$ cat src/rtl/p4_router_pkg.sv
// Shared types and constants for the P4 router datapath blocks.
package p4_router_pkg;

    localparam int NUM_QUEUES_PER_EGR_PORT = 4;
    localparam int PAGE_PTR_MAX_W          = 16;

    typedef enum logic {
        INIT,
        RUN
    } page_alloc_fsm_t;

    // Malloc response handed to the enqueue path; page_ptr is sized for the largest buffer.
    typedef struct packed {
        logic                      approved;
        logic [PAGE_PTR_MAX_W-1:0] page_ptr;
    } malloc_rsp_t;

endpackage

$ cat src/rtl/p4_router_page_free_list.sv
// Circular free-page list: RAM of page ids with read/write pointers and an occupancy count.
module p4_router_page_free_list #(
    parameter int DEPTH = 16,
    parameter int PTR_W = $clog2(DEPTH)
) (
    input  logic             clk,
    input  logic             sreset,
    input  logic             push,
    input  logic [PTR_W-1:0] push_data,
    input  logic             pop,
    output logic [PTR_W-1:0] pop_data,
    output logic [PTR_W:0]   count
);

    logic [PTR_W-1:0] mem [DEPTH];
    logic [PTR_W-1:0] rd_ptr;
    logic [PTR_W-1:0] wr_ptr;

    // The caller never pops empty or pushes full, so rd/wr never address the same live entry.
    always_ff @(posedge clk) begin
        if (push) begin
            mem[wr_ptr] <= push_data;
        end
        if (pop) begin
            pop_data <= mem[rd_ptr];
        end
    end

    always_ff @(posedge clk) begin
        if (sreset) begin
            rd_ptr <= '0;
            wr_ptr <= '0;
            count  <= '0;
        end else begin
            if (push) begin
                wr_ptr <= wr_ptr + 1'b1;
            end
            if (pop) begin
                rd_ptr <= rd_ptr + 1'b1;
            end
            case ({push, pop})
                2'b10:   count <= count + 1'b1;
                2'b01:   count <= count - 1'b1;
                default: count <= count;
            endcase
        end
    end

endmodule

$ cat src/rtl/p4_router_page_allocator.sv
// Free-page manager for the packet buffer: loads the free list after reset, grants pages
// against a per-queue quota and reclaims pages returned by the dequeue path.
module p4_router_page_allocator
    import p4_router_pkg::*;
#(
    parameter int NUM_PAGES           = 16,
    parameter int NUM_EGR_PORTS       = 2,
    parameter int NUM_QUEUES          = NUM_EGR_PORTS * NUM_QUEUES_PER_EGR_PORT,
    parameter int MAX_PAGES_PER_QUEUE = NUM_PAGES,
    localparam int NUM_PAGES_LOG      = $clog2(NUM_PAGES),
    localparam int NUM_QUEUES_LOG     = $clog2(NUM_QUEUES)
) (
    input  logic                      clk,
    input  logic                      sreset,
    input  logic                      malloc_req,
    input  logic [NUM_QUEUES_LOG-1:0] malloc_queue,
    output logic                      malloc_rsp_valid,
    output logic                      malloc_approved,
    output logic [NUM_PAGES_LOG-1:0]  malloc_page_ptr,
    input  logic                      free_valid,
    input  logic [NUM_QUEUES_LOG-1:0] free_queue,
    input  logic [NUM_PAGES_LOG-1:0]  free_page_ptr,
    output logic                      init_done,
    output logic [NUM_PAGES_LOG:0]    free_page_count,
    output logic                      err_overflow,
    output logic                      err_underflow
);

    localparam logic [NUM_PAGES_LOG:0]   FULL_COUNT = (NUM_PAGES_LOG+1)'(NUM_PAGES);
    localparam logic [NUM_PAGES_LOG:0]   QUOTA      = (NUM_PAGES_LOG+1)'(MAX_PAGES_PER_QUEUE);
    localparam logic [NUM_PAGES_LOG-1:0] LAST_PAGE  = NUM_PAGES_LOG'(NUM_PAGES-1);

    page_alloc_fsm_t            state_q, state_d;
    logic [NUM_PAGES_LOG-1:0]   init_idx_q;
    logic [NUM_PAGES_LOG:0]     queue_pages_q [NUM_QUEUES];
    logic [NUM_QUEUES-1:0]      q_inc, q_dec;
    logic                       list_push, list_pop;
    logic [NUM_PAGES_LOG-1:0]   list_push_data, list_pop_data;
    logic                       grant, free_accept, set_overflow, set_underflow;
    logic                       rsp_valid_q, approved_q, overflow_q, underflow_q;

    // All decisions use pre-cycle count and quota, so a same-cycle free never feeds a malloc.
    always_comb begin
        state_d        = state_q;
        list_push      = 1'b0;
        list_push_data = '0;
        list_pop       = 1'b0;
        grant          = 1'b0;
        free_accept    = 1'b0;
        set_overflow   = 1'b0;
        set_underflow  = 1'b0;
        case (state_q)
            INIT: begin
                list_push      = 1'b1;
                list_push_data = init_idx_q;
                if (init_idx_q == LAST_PAGE) begin
                    state_d = RUN;
                end
            end
            RUN: begin
                grant          = malloc_req && (free_page_count != '0)
                                 && (queue_pages_q[malloc_queue] < QUOTA);
                set_overflow   = free_valid && (free_page_count == FULL_COUNT);
                set_underflow  = free_valid && (queue_pages_q[free_queue] == '0);
                free_accept    = free_valid && !set_overflow && !set_underflow;
                list_pop       = grant;
                list_push      = free_accept;
                list_push_data = free_page_ptr;
            end
            default: state_d = INIT;
        endcase
    end

    always_ff @(posedge clk) begin
        if (sreset) begin
            state_q     <= INIT;
            init_idx_q  <= '0;
            rsp_valid_q <= 1'b0;
            approved_q  <= 1'b0;
            overflow_q  <= 1'b0;
            underflow_q <= 1'b0;
        end else begin
            state_q <= state_d;
            if (state_q == INIT) begin
                init_idx_q <= init_idx_q + 1'b1;
            end
            rsp_valid_q <= malloc_req;
            approved_q  <= grant;
            overflow_q  <= overflow_q | set_overflow;
            underflow_q <= underflow_q | set_underflow;
        end
    end

    // A grant and an accepted free on the same queue cancel out.
    always_comb begin
        for (int q = 0; q < NUM_QUEUES; q++) begin
            q_inc[q] = grant && (malloc_queue == NUM_QUEUES_LOG'(q));
            q_dec[q] = free_accept && (free_queue == NUM_QUEUES_LOG'(q));
        end
    end

    always_ff @(posedge clk) begin
        for (int q = 0; q < NUM_QUEUES; q++) begin
            if (sreset) begin
                queue_pages_q[q] <= '0;
            end else if (q_inc[q] && !q_dec[q]) begin
                queue_pages_q[q] <= queue_pages_q[q] + 1'b1;
            end else if (q_dec[q] && !q_inc[q]) begin
                queue_pages_q[q] <= queue_pages_q[q] - 1'b1;
            end
        end
    end

    p4_router_page_free_list #(
        .DEPTH (NUM_PAGES),
        .PTR_W (NUM_PAGES_LOG)
    ) u_free_list (
        .clk       (clk),
        .sreset    (sreset),
        .push      (list_push),
        .push_data (list_push_data),
        .pop       (list_pop),
        .pop_data  (list_pop_data),
        .count     (free_page_count)
    );

    assign malloc_rsp_valid = rsp_valid_q;
    assign malloc_approved  = approved_q;
    assign malloc_page_ptr  = approved_q ? list_pop_data : '0;
    assign init_done        = (state_q == RUN);
    assign err_overflow     = overflow_q;
    assign err_underflow    = underflow_q;

endmodule

$ cat config.mk
export PLATFORM = sky130hd
export DESIGN_NAME = p4_router_page_allocator
export DESIGN_NICKNAME = d
export VERILOG_FILES = /design/src/rtl/p4_router_pkg.sv /design/src/rtl/p4_router_page_free_list.sv /design/src/rtl/p4_router_page_allocator.sv
export SDC_FILE = /design/constraint.sdc
export NUM_CORES = 1
export LEC_CHECK = 0
export BUFFER_PORTS_ARGS = -buffer_cell sky130_fd_sc_hd__buf_2
export CORE_UTILIZATION = 55
export CTS_CLUSTER_DIAMETER = 50
export DETAILED_ROUTE_END_ITERATION = 6
export PLACE_DENSITY = 0.75
export SETUP_SLACK_MARGIN = 0.15
export SYNTH_ARGS = -nofsm -noshare
export SYNTH_HDL_FRONTEND = slang
export SYNTH_SLANG_ARGS = --single-unit
export TNS_END_PERCENT = 20
$ cat constraint.sdc
create_clock -name clk -period 5.4 [get_ports clk]
set_input_delay 1.35 -clock clk [delete_from_list [all_inputs] [get_ports clk]]
set_output_delay 1.35 -clock clk [all_outputs]
set_load 0.01 [all_outputs]
==> results of run 1 <==
stage by stage:
stage / power [uW] / cells / hold WS (ps)
4_1_cts: 2440 / 800 / 472
5_1_grt: 2510 / 800 / 493
3_5_place_dp: 1320 / 769 / 457
2_1_floorplan: 1270 / 593 / 498
6_report: 2430 / 800 / 471
3_3_place_gp: 1310 / 769 / 446
cells in the mapped netlist, types with 8 or more instances:
master    count
nor4_1        8
nand4_1       8
xor2_1       13
edfxtp_1    108
nand2b_1      9
clkbuf_1     20
nand2_1      32
o21ai_0      11
nor3_1       15
or3_1        10
dfxtp_1      22
a221oi_1     11
nor2_1       65
ha_1         27
inv_1        27
nor2b_1      10
mux4_2       22
a21oi_1      25
flip-flops by register name, indices dropped and copies added, names as in the netlist, 4 cells and up:
name,count
u_free_list.rd_ptr,4
u_free_list.mem,64
u_free_list.pop_data,4
u_free_list.wr_ptr,4
init_idx_q,4
queue_pages_q,40
u_free_list.count,5
critical path, stage by stage:
cell and delay (ps):
buf_2 160, nor2b_1 140, buf_4 170, a221o_1 350, a311o_2 340, and4_4 230
and3_1 220, nor2b_1 200, fa_1 490, a21o_1 180, a21oi_1 190, xnor2_1 200
mux2i_1 250, nor2_1 50
placed cells by master (no fill, tap or decap), types with 6 or more instances in the layout:
master     netlist  final
edfxtp_1       108    108
nor2_1          65     65
nand2_1         32     32
inv_1           27     27
ha_1            27     27
buf_2            3     27
a21oi_1         25     25
mux4_2          22     22
dfxtp_1         22     22
clkbuf_16        0     17
nor3_1          15     15
xor2_1          13     13
a221oi_1        11     11
o21ai_0         11     11
nor2b_1         10     10
or3_1           10     10
nand2b_1         9      9
nor4_1           8      8
nand4_1          8      8
or4_1            7      7
mux2_2           7      7
and3_1           7      7
nand3_1          7      7
a31oi_1          7      7
xnor2_1          7      7
buf_4            4      7
a21o_1           6      6
mux2i_1          6      6
layer usage:
| layer | vias up | track usage (%) |
|---|---|---|
| li1 | 2336 | - |
| met1 | 2449 | 29.2 |
| met2 | 170 | 42.8 |
| met3 | 25 | 5.49 |
| met4 | 0 | 9.49 |
| met5 | - | 0 |
final timing paths:
check                      start                   to  slack (ps)  depth (start not counted)
max                free_queue[0]  queue_pages_q[4][4]         970                         14
min                 err_overflow         err_overflow         470                          2
max reg2reg  queue_pages_q[6][3]  queue_pages_q[4][4]        1320                         12
min reg2reg         err_overflow         err_overflow         470                          2
layout make-up:
cell class	count	area (um^2)	area share (%)
flip-flops and latches	130	3680	46.3
clock inverters	13	154	1.93
repair buffers	34	188	2.36
multi-input cells	406	3190	40.0
well taps	172	215	2.70
inverters	27	101	1.27
clock buffers	18	429	5.39
report_power, final:
part           internal (uW)  switching, uW  total [uW]
Combinational           57.0           90.3         147
Sequential              1120           33.3        1160
Clock                    686            441        1130
cells by family after synthesis:
| logic type | Yosys count |
|---|---|
| buffers and inverters | 57 |
| muxes | 35 |
| and+or+nand+nor | 203 |
| xor gates and xnor gates | 20 |
| adders and majority gates | 29 |
| DFF | 130 |
| AOI/OAI and AO/OA | 119 |
==> results_dict.tcl, run 1 <==
set metrics [dict create \
    worstPathMaxFanout 12 \
    fin_crit_sh_pct 82.0 \
    cts_tree "yes" \
    drt_pass1_iterations 5 \
    muxShareOfSynthArea_pct 8.92 \
    p_leak_uw 0.00285 \
    viasPerCell 6.23 \
    post_cts_buffers 0 \
    tightest_slew_ps 874 \
    ioPinCount 28 \
    cts_buffers 17 \
    grt_pass1_vias 4957 \
    synth_seq_area_share_pct 51.8 \
    clk_latency_ps 410 \
    grt_max_degree 51 \
    worst_clock_skew_ps 8.59 \
    netlist_area_um2 7110 \
    arrival_ps 4560 \
    yosys.area_share.simple_pct 15.2 \
    synth_top_family_by_area "simple AND/OR/NAND/NOR gates" \
    max_freq_mhz 226 \
    synth-main-ff-cell "edfxtp_1" \
    dr_wl_met3_um 799 \
    coreArea_um2 12600 \
    clkSlewWorstSetupHoldPaths_ps 50 \
    synth_fa_ha_area_share_pct 5.31 \
    run_status "finished, final reports clean" \
    fp.dieArea_um2 13400 \
    cp_data_required_time_ps 5530 \
    synth.distinct_cells 76 \
    insertedDiodeCount 0 \
    initial_core_util_pct 56.3 \
    synth_largest_area_cell "edfxtp_1" \
    cts_resized 0 \
    min_period_ps 4430 \
    ys_ff_latch 130 \
    synth-compound-area-share_pct 13.0 \
    power_density_nw_per_um2 306 \
    maxCapViolations 0 \
    hold_viol 0 \
    syn-num-nets 636 \
    wl_met2_mm 7.83 \
    numPortBuffers 27 \
    finalSetupTns_ps 0 \
    globalRouteTotalUtil_pct 24.3 \
    vdd.ir_drop.worst_mv 0.239 \
    postRouteAntennaNets 0 \
    synth_xor_area_share_pct 2.46 \
    yosysWarnings 0 \
    antenna_found_initial 0 \
    drc_errors 0 \
    yosysTopAreaCellShare_pct 45.6 \
    areaGrowthSynthToFinish_pct 11.9 \
    synth_async_sr_flop_share_pct 0 \
    hold_class "reg -> reg" \
    top_layer "met4" \
    place_congestion 0.942 \
    worstSetupStartpointType "input pin" \
    cts_hold_buf 0 \
    dpl_cell_area_um2 7370 \
    rows 41 \
    die_y_um 116 \
    netlist_top_cells_area "edfxtp_1 46%, mux4_2 7.0%, dfxtp_1 6.2%" \
    dr_total_vias 4980 \
    synth_edf_count 108 \
    final_nets 659 \
    die_width_um 116 \
    fin_area_um2 7960 \
    slew_headroom_pct 41.6 \
    slew_viol_final 0 \
    crit_type "in -> reg" \
    htree_num_levels 4 \
    routedWlPerCell_um 19.0 \
    post-place-ws_ps 623 \
    fin_ws_ps 971 \
    postSynthCellCount 593 \
    syn_area_per_cell_um2 12.0 \
    grt_pass1_wl_mm 24.6 \
    cts_sinks 130 \
    setup_viol 0 \
    ctsRootBufferMaster "clkbuf_16" \
    hpwl_mm 10.4 \
    overflow 0 \
    final_util_pct 63.1 \
    clockBufferDepth 2 \
    met1_length_mm 6.28 \
    cp-end-kind "register" \
    nFillCells 1002 \
    drt_iter0_drc 384 \
    drive_gt1_share_pct 17.5 \
    rsz0062_at_grt "no" \
    drt_wl_total_mm 15.2 \
]
(Power assumes the default switching activity.)
==> run 2, diff against run 1 <==
- ABC_AREA: not set -> 1
- PLACE_DENSITY: 0.75 -> 0.78
- clock period: 5.4 -> 4 ns (I/O delays scaled with it)
==> run 2 against run 1 <==
Global-route usage increased by 0.27 points. Critical path depth increased by 2. Utilization increased by 0.76 points. Synthesized area increased by 3.2%. Die area increased by 3.2%. Register-to-register slack got worse by 400 ps. Clock skew decreased by 2.5 ps. Via count increased by 16%. Design area increased by 2.8%. Critical path type unchanged. Critical endpoint is now u_free_list.count[4]. Largest cell class unchanged. Highest routed layer unchanged.
==> results_dict.tcl, run 2 <==
set metrics [dict create \
    reg_top3 "u_free_list.mem (64), queue_pages_q (40), u_free_list.count (5)" \
    arrival_ps 3570 \
    synth_edf_count 108 \
    clkSlewWorstSetupHoldPaths_ps 60 \
    viasPerCell 5.79 \
    finalSetupTns_ps 0 \
    coreArea_um2 12800 \
    min_period_ps 3210 \
    synth_seq_area_share_pct 50.2 \
    grt_pass1_vias 5547 \
    vdd.ir_drop.worst_mv 0.295 \
    post_cts_buffers 0 \
    yosysTopAreaCellShare_pct 44.2 \
    overflow 0 \
    slew_headroom_pct 18.1 \
    maxCapViolations 0 \
    hold_slack_ps 472 \
    dpl_cell_area_um2 7610 \
    fin_crit_sh_pct 80.3 \
    p_leak_uw 0.00340 \
    drt_wl_total_mm 16.3 \
    insertedDiodeCount 0 \
    hold_class "reg -> reg" \
    ctsRootBufferMaster "clkbuf_16" \
    synth-main-ff-cell "edfxtp_1" \
    clk_latency_ps 420 \
    synth_async_sr_flop_share_pct 0 \
    fp.dieArea_um2 13800 \
    ioPinCount 28 \
    netlist_top_cells_area "edfxtp_1 44%, nand2_1 6.6%, nand4_1 6.4%" \
    yosysWarnings 0 \
    rows 41 \
    dr_total_vias 5783 \
    run_status "finished, final reports clean" \
    fin_ws_ps 787 \
    syn-num-nets 833 \
    die_width_um 118 \
    tightest_slew_ps 1220 \
    postRouteAntennaNets 0 \
    rsz0062_at_grt "no" \
    cp_data_required_time_ps 4350 \
    hpwl_mm 11.4 \
    netlist_area_um2 7340 \
    syn_area_per_cell_um2 9.29 \
    placed_cells 966 \
    slowest_delay_ps 360 \
    synth_largest_area_cell "edfxtp_1" \
    cts_tree "yes" \
    synth.distinct_cells 35 \
    die_y_um 118 \
    path_cells "buf_2 -> inv_1 -> nand2_1 -> inv_1 -> o21ai_0 -> nand3_2 -> nand3_1 -> nand2_1 -> inv_1 -> ha_1 -> ha_1 -> a21o_1 -> a31oi_1 -> xor2_1 -> nand2_1 -> a21oi_1" \
    globalRouteTotalUtil_pct 24.6 \
    max_freq_mhz 311 \
    cp-end-kind "register" \
    setup_viol 0 \
    cts_resized 0 \
    layout_common_cells "130 x nand2_1, 108 x edfxtp_1, 89 x inv_1, 78 x nor2_1, 75 x nand4_1" \
    crit_family "adder cells" \
    final_common_cell "nand2_1" \
    slew_viol_final 0 \
    antenna_found_initial 0 \
    ys_ff_latch 130 \
    numPortBuffers 27 \
    cts_buffers 17 \
    ys_top_cells_by_count "130 x nand2_1, 108 x edfxtp_1, 89 x inv_1" \
    postSynthCellCount 790 \
    power_density_nw_per_um2 395 \
    drc_errors 0 \
    instances_no_fill 998 \
    nFillCells 1030 \
    htree_num_levels 4 \
    routedWlPerCell_um 16.4 \
    critPathSlowestCell "ha_1" \
    drive_gt1_share_pct 11.5 \
    worstPathMaxFanout 7 \
    grt_max_degree 88 \
    hold_viol 0 \
    areaGrowthSynthToFinish_pct 11.5 \
    synth_most_common_cell "nand2_1" \
    regMostFlops "u_free_list.mem" \
    clockBufferDepth 2 \
    largest_reg_flops 64 \
    worst_clock_skew_ps 6.06 \
    grt_pass1_wl_mm 27.0 \
    path_buf_inv 4 \
    cts_hold_buf 0 \
    place_congestion 0.919 \
    drt_pass1_iterations 5 \
    post-place-ws_ps 376 \
    cts_sinks 130 \
    fin_area_um2 8180 \
    initial_core_util_pct 57.2 \
    drt_iter0_drc 506 \
    worstSetupStartpointType "input pin" \
    final_nets 856 \
    crit_type "in -> reg" \
]
run 2: changes by cell type after synthesis, moves of 11 or more:
| cell | delta |
|---|---|
| nor2_1 | +13 |
| xor2_1 | +28 |
| o21ai_0 | +24 |
| a221oi_1 | -11 |
| mux4_2 | -22 |
| inv_2 | +11 |
| nand3_1 | +42 |
| o221ai_1 | +12 |
| nand4_1 | +67 |
| nand2_1 | +98 |
| nor3_1 | -11 |
| inv_1 | +62 |
run 2: worst paths after layout:
check                                         start              endpoint  slack, ps  depth (start not counted)
worst max-delay path                  free_queue[0]  u_free_list.count[4]        790                         16
worst min-delay path                  err_underflow         err_underflow        470                          2
worst max register to register  queue_pages_q[7][2]  u_free_list.count[4]        920                         14
worst min register to register        err_underflow         err_underflow        470                          2
run 2: worst reg2reg max path, stage by stage (launching register included):
cell      delay, ps
edfxtp_1        480
nor2_1          170
nand3_1         180
o21ai_1         210
nand3_2         140
nand3_1         150
nand2_1         170
inv_1           180
ha_1            300
ha_1            320
a21o_1          200
a31oi_1         170
xor2_1          170
nand2_1          60
a21oi_1         110
run 2: through the flow:
step / util, % / total power [uW]
floorplan: - / 1710
global placement: 59.3 / 1760
detailed placement: 59.3 / 1780
CTS: 63.8 / 3250
global route: 63.8 / 3330
finish: 63.8 / 3230
run 2: final cells by class:
class	count	area (um^2)	share of cell area, %
clock inverters	12	108	1.31
multi-input cells	532	3160	38.6
flip-flops and latches	130	3680	45.0
inverters	100	375	4.59
well taps	172	215	2.63
repair buffers	32	173	2.11
clock buffers	20	467	5.70
run 2: cell families (layout without fill, tap and decap cells):
family	count (synthesis)	after routing	share of synthesized area, %
xor gates and xnor gates	48	48	5.73
AOI/OAI and AO/OA	86	86	7.02
DFF	130	130	50.2
muxes	13	13	1.77
adders and majority gates	29	29	5.15
and+or+nand+nor	356	356	23.4
buffers and inverters	128	164	6.70
run 2: report_power, final:
| part | total [uW] | switching, uW | internal, uW |
|---|---|---|---|
| Sequential | 1540 | 31.9 | 1510 |
| Clock | 1480 | 579 | 902 |
| Combinational | 211 | 148 | 62.8 |
| Total | 3230 | 759 | 2480 |
run 2: layer usage:
metal,wire length (um),global-route usage (%),up-vias
li1,-,-,2810
met1,7200,33.3,2725
met2,7610,37.9,208
met3,1090,5.33,40
met4,425,11.3,0
met5,0,0,-
==> run 3, diff against run 2 <==
- PLACE_DENSITY: 0.78 -> 0.75
- clock period: 4 -> 3.1 ns (I/O delays scaled with it)
==> run 3 against run 2 <==
Die area stayed put. Clock power up 39%. Wire length increased by 3.5%. Register-to-register slack got worse by 580 ps. Global-route usage up 0.24 points. Worst hold slack better by 6.9 ps. Design area rose by 3.7%. Combinational power increased by 41%. Clock skew about the same. Via count increased by 4.3%. Largest power group is now clock. Critical endpoint is now queue_pages_q[4][4]. Critical path depth up 4. Setup slack lost 540 ps.
==> results_dict.tcl, run 3 (synthesized netlist as in run 2, its figures left out) <==
set metrics [dict create \
    final_common_cell "nand2_1" \
    cp_data_required_time_ps 3280 \
    worstPathMaxFanout 8 \
    cts_hold_buf 0 \
    hold_viol 0 \
    numPortBuffers 27 \
    clk_latency_ps 420 \
    largest_reg_flops 64 \
    crit_family "simple AND/OR/NAND/NOR gates" \
    regMostFlops "u_free_list.mem" \
    drt_pass1_iterations 5 \
    ctsRootBufferMaster "clkbuf_16" \
    insertedDiodeCount 0 \
    reg_top3 "u_free_list.mem (64), queue_pages_q (40), u_free_list.count (5)" \
    vdd.ir_drop.worst_mv 0.396 \
    postRouteAntennaNets 0 \
    cp_common_cell "nand2_1" \
    clockBufferDepth 2 \
    viasPerCell 5.84 \
    coreArea_um2 12800 \
    fin_ws_ps 249 \
    clkSlewWorstSetupHoldPaths_ps 60 \
    drt_wl_total_mm 16.9 \
    die_width_um 118 \
    dr_total_vias 6031 \
    r2r_slack_ps 340 \
    worstSetupStartpointType "input pin" \
    slew_headroom_pct 27.7 \
    cp-end-kind "register" \
    finalSetupTns_ps 0 \
    power_density_nw_per_um2 510 \
    maxCapViolations 0 \
    path_buf_inv 5 \
    fp.dieArea_um2 13800 \
    areaGrowthSynthToFinish_pct 15.7 \
    drt_iter0_drc 534 \
    min_period_ps 2850 \
    tightest_slew_ps 1080 \
    hold_class "reg -> reg" \
    ioPinCount 28 \
    layout_common_cells "129 x nand2_1, 108 x edfxtp_1, 87 x inv_1, 76 x nor2_1, 75 x nand4_1" \
    run_status "finished, final reports clean" \
    crit_type "in -> reg" \
    final_util_pct 66.2 \
    rsz0062_at_grt "yes" \
    max_freq_mhz 351 \
    place_congestion 0.929 \
    nFillCells 989 \
    fin_crit_sh_pct 92.0 \
    cts_sinks 130 \
    cts_tree "yes" \
    antenna_found_initial 0 \
    fin_area_um2 8490 \
    slowest_delay_ps 260 \
    overflow 0 \
    arrival_ps 3030 \
    rows 41 \
    final_nets 891 \
    htree_num_levels 4 \
    grt_pass1_wl_mm 27.2 \
    globalRouteTotalUtil_pct 24.8 \
    cts_buffers 17 \
    critPathSlowestCell "ha_1" \
    worst_clock_skew_ps 6.19 \
    slew_viol_final 0 \
    p_leak_uw 0.00358 \
    routedWlPerCell_um 16.4 \
    path_cells "buf_2 -> nand2_1 -> inv_1 -> nand2_1 -> nand2_1 -> nor2_1 -> nand2_2 -> nand3_1 -> nor2_2 -> nand4_1 -> inv_2 -> ha_1 -> a21oi_1 -> nand2_1 -> xnor2_1 -> inv_1 -> nand2_1 -> nand2_1 -> nand2_1 -> inv_1" \
    hpwl_mm 11.4 \
    dpl_cell_area_um2 7860 \
    initial_core_util_pct 57.2 \
    die_y_um 118 \
    post-place-ws_ps -190 \
    grt_max_degree 88 \
    setup_viol 0 \
    grt_pass1_vias 5742 \
    drive_gt1_share_pct 15.7 \
    drc_errors 0 \
]
[run 3: power breakdown]
part,internal [uW],switching [uW]
registers,1950,39.4
clock network,1270,774
logic,97.8,199
[run 3: routing by layer]
metal  track usage [%]  share of wire (%)  wire length, um
met1              32.5                 43             7240
met2              40.5                 48             8060
met3              4.26                7.4             1260
met4              11.5                2.0              342
met5                 0                  0                0
[run 3: final timing paths]
check,startpoint,endpoint,cells past startpoint
hold reg to reg,err_underflow,err_underflow,2
hold / removal,err_underflow,err_underflow,2
setup reg to reg,queue_pages_q[3][1],u_free_list.count[4],17
setup / recovery,free_queue[1],queue_pages_q[4][4],20
[run 3: tightest hold or removal path, cell delays in order (launching register included)]
cell	delay [ps]
dfxtp_1	330
a31oi_1	50
nor2_1	70
[run 3: stage by stage]
step / total power (uW) / instances / hold WS, ps
final: 4330 / 1033 / 479
after CTS: 4340 / 1030 / 490
after floorplan: 2200 / 790 / 470
after global placement: 2300 / 998 / 453
after detailed placement: 2310 / 998 / 472
after global routing: 4440 / 1033 / 516
[run 3: area by class of cell]
class | count | area [um^2] | share of cell area, %
sequential | 130 | 3680 | 43.4
multi-input combinational | 532 | 3170 | 37.4
timing repair buffer | 67 | 435 | 5.13
clock buffer | 17 | 425 | 5.01
inverter | 100 | 375 | 4.42
tap | 172 | 215 | 2.54
clock inverter | 15 | 180 | 2.12
[run 3: timing repair]
item / CTS / global route
endpoints found under the setup margin: 0 / 4
gates resized for setup: 0 / 6
setup buffers: 0 / 3
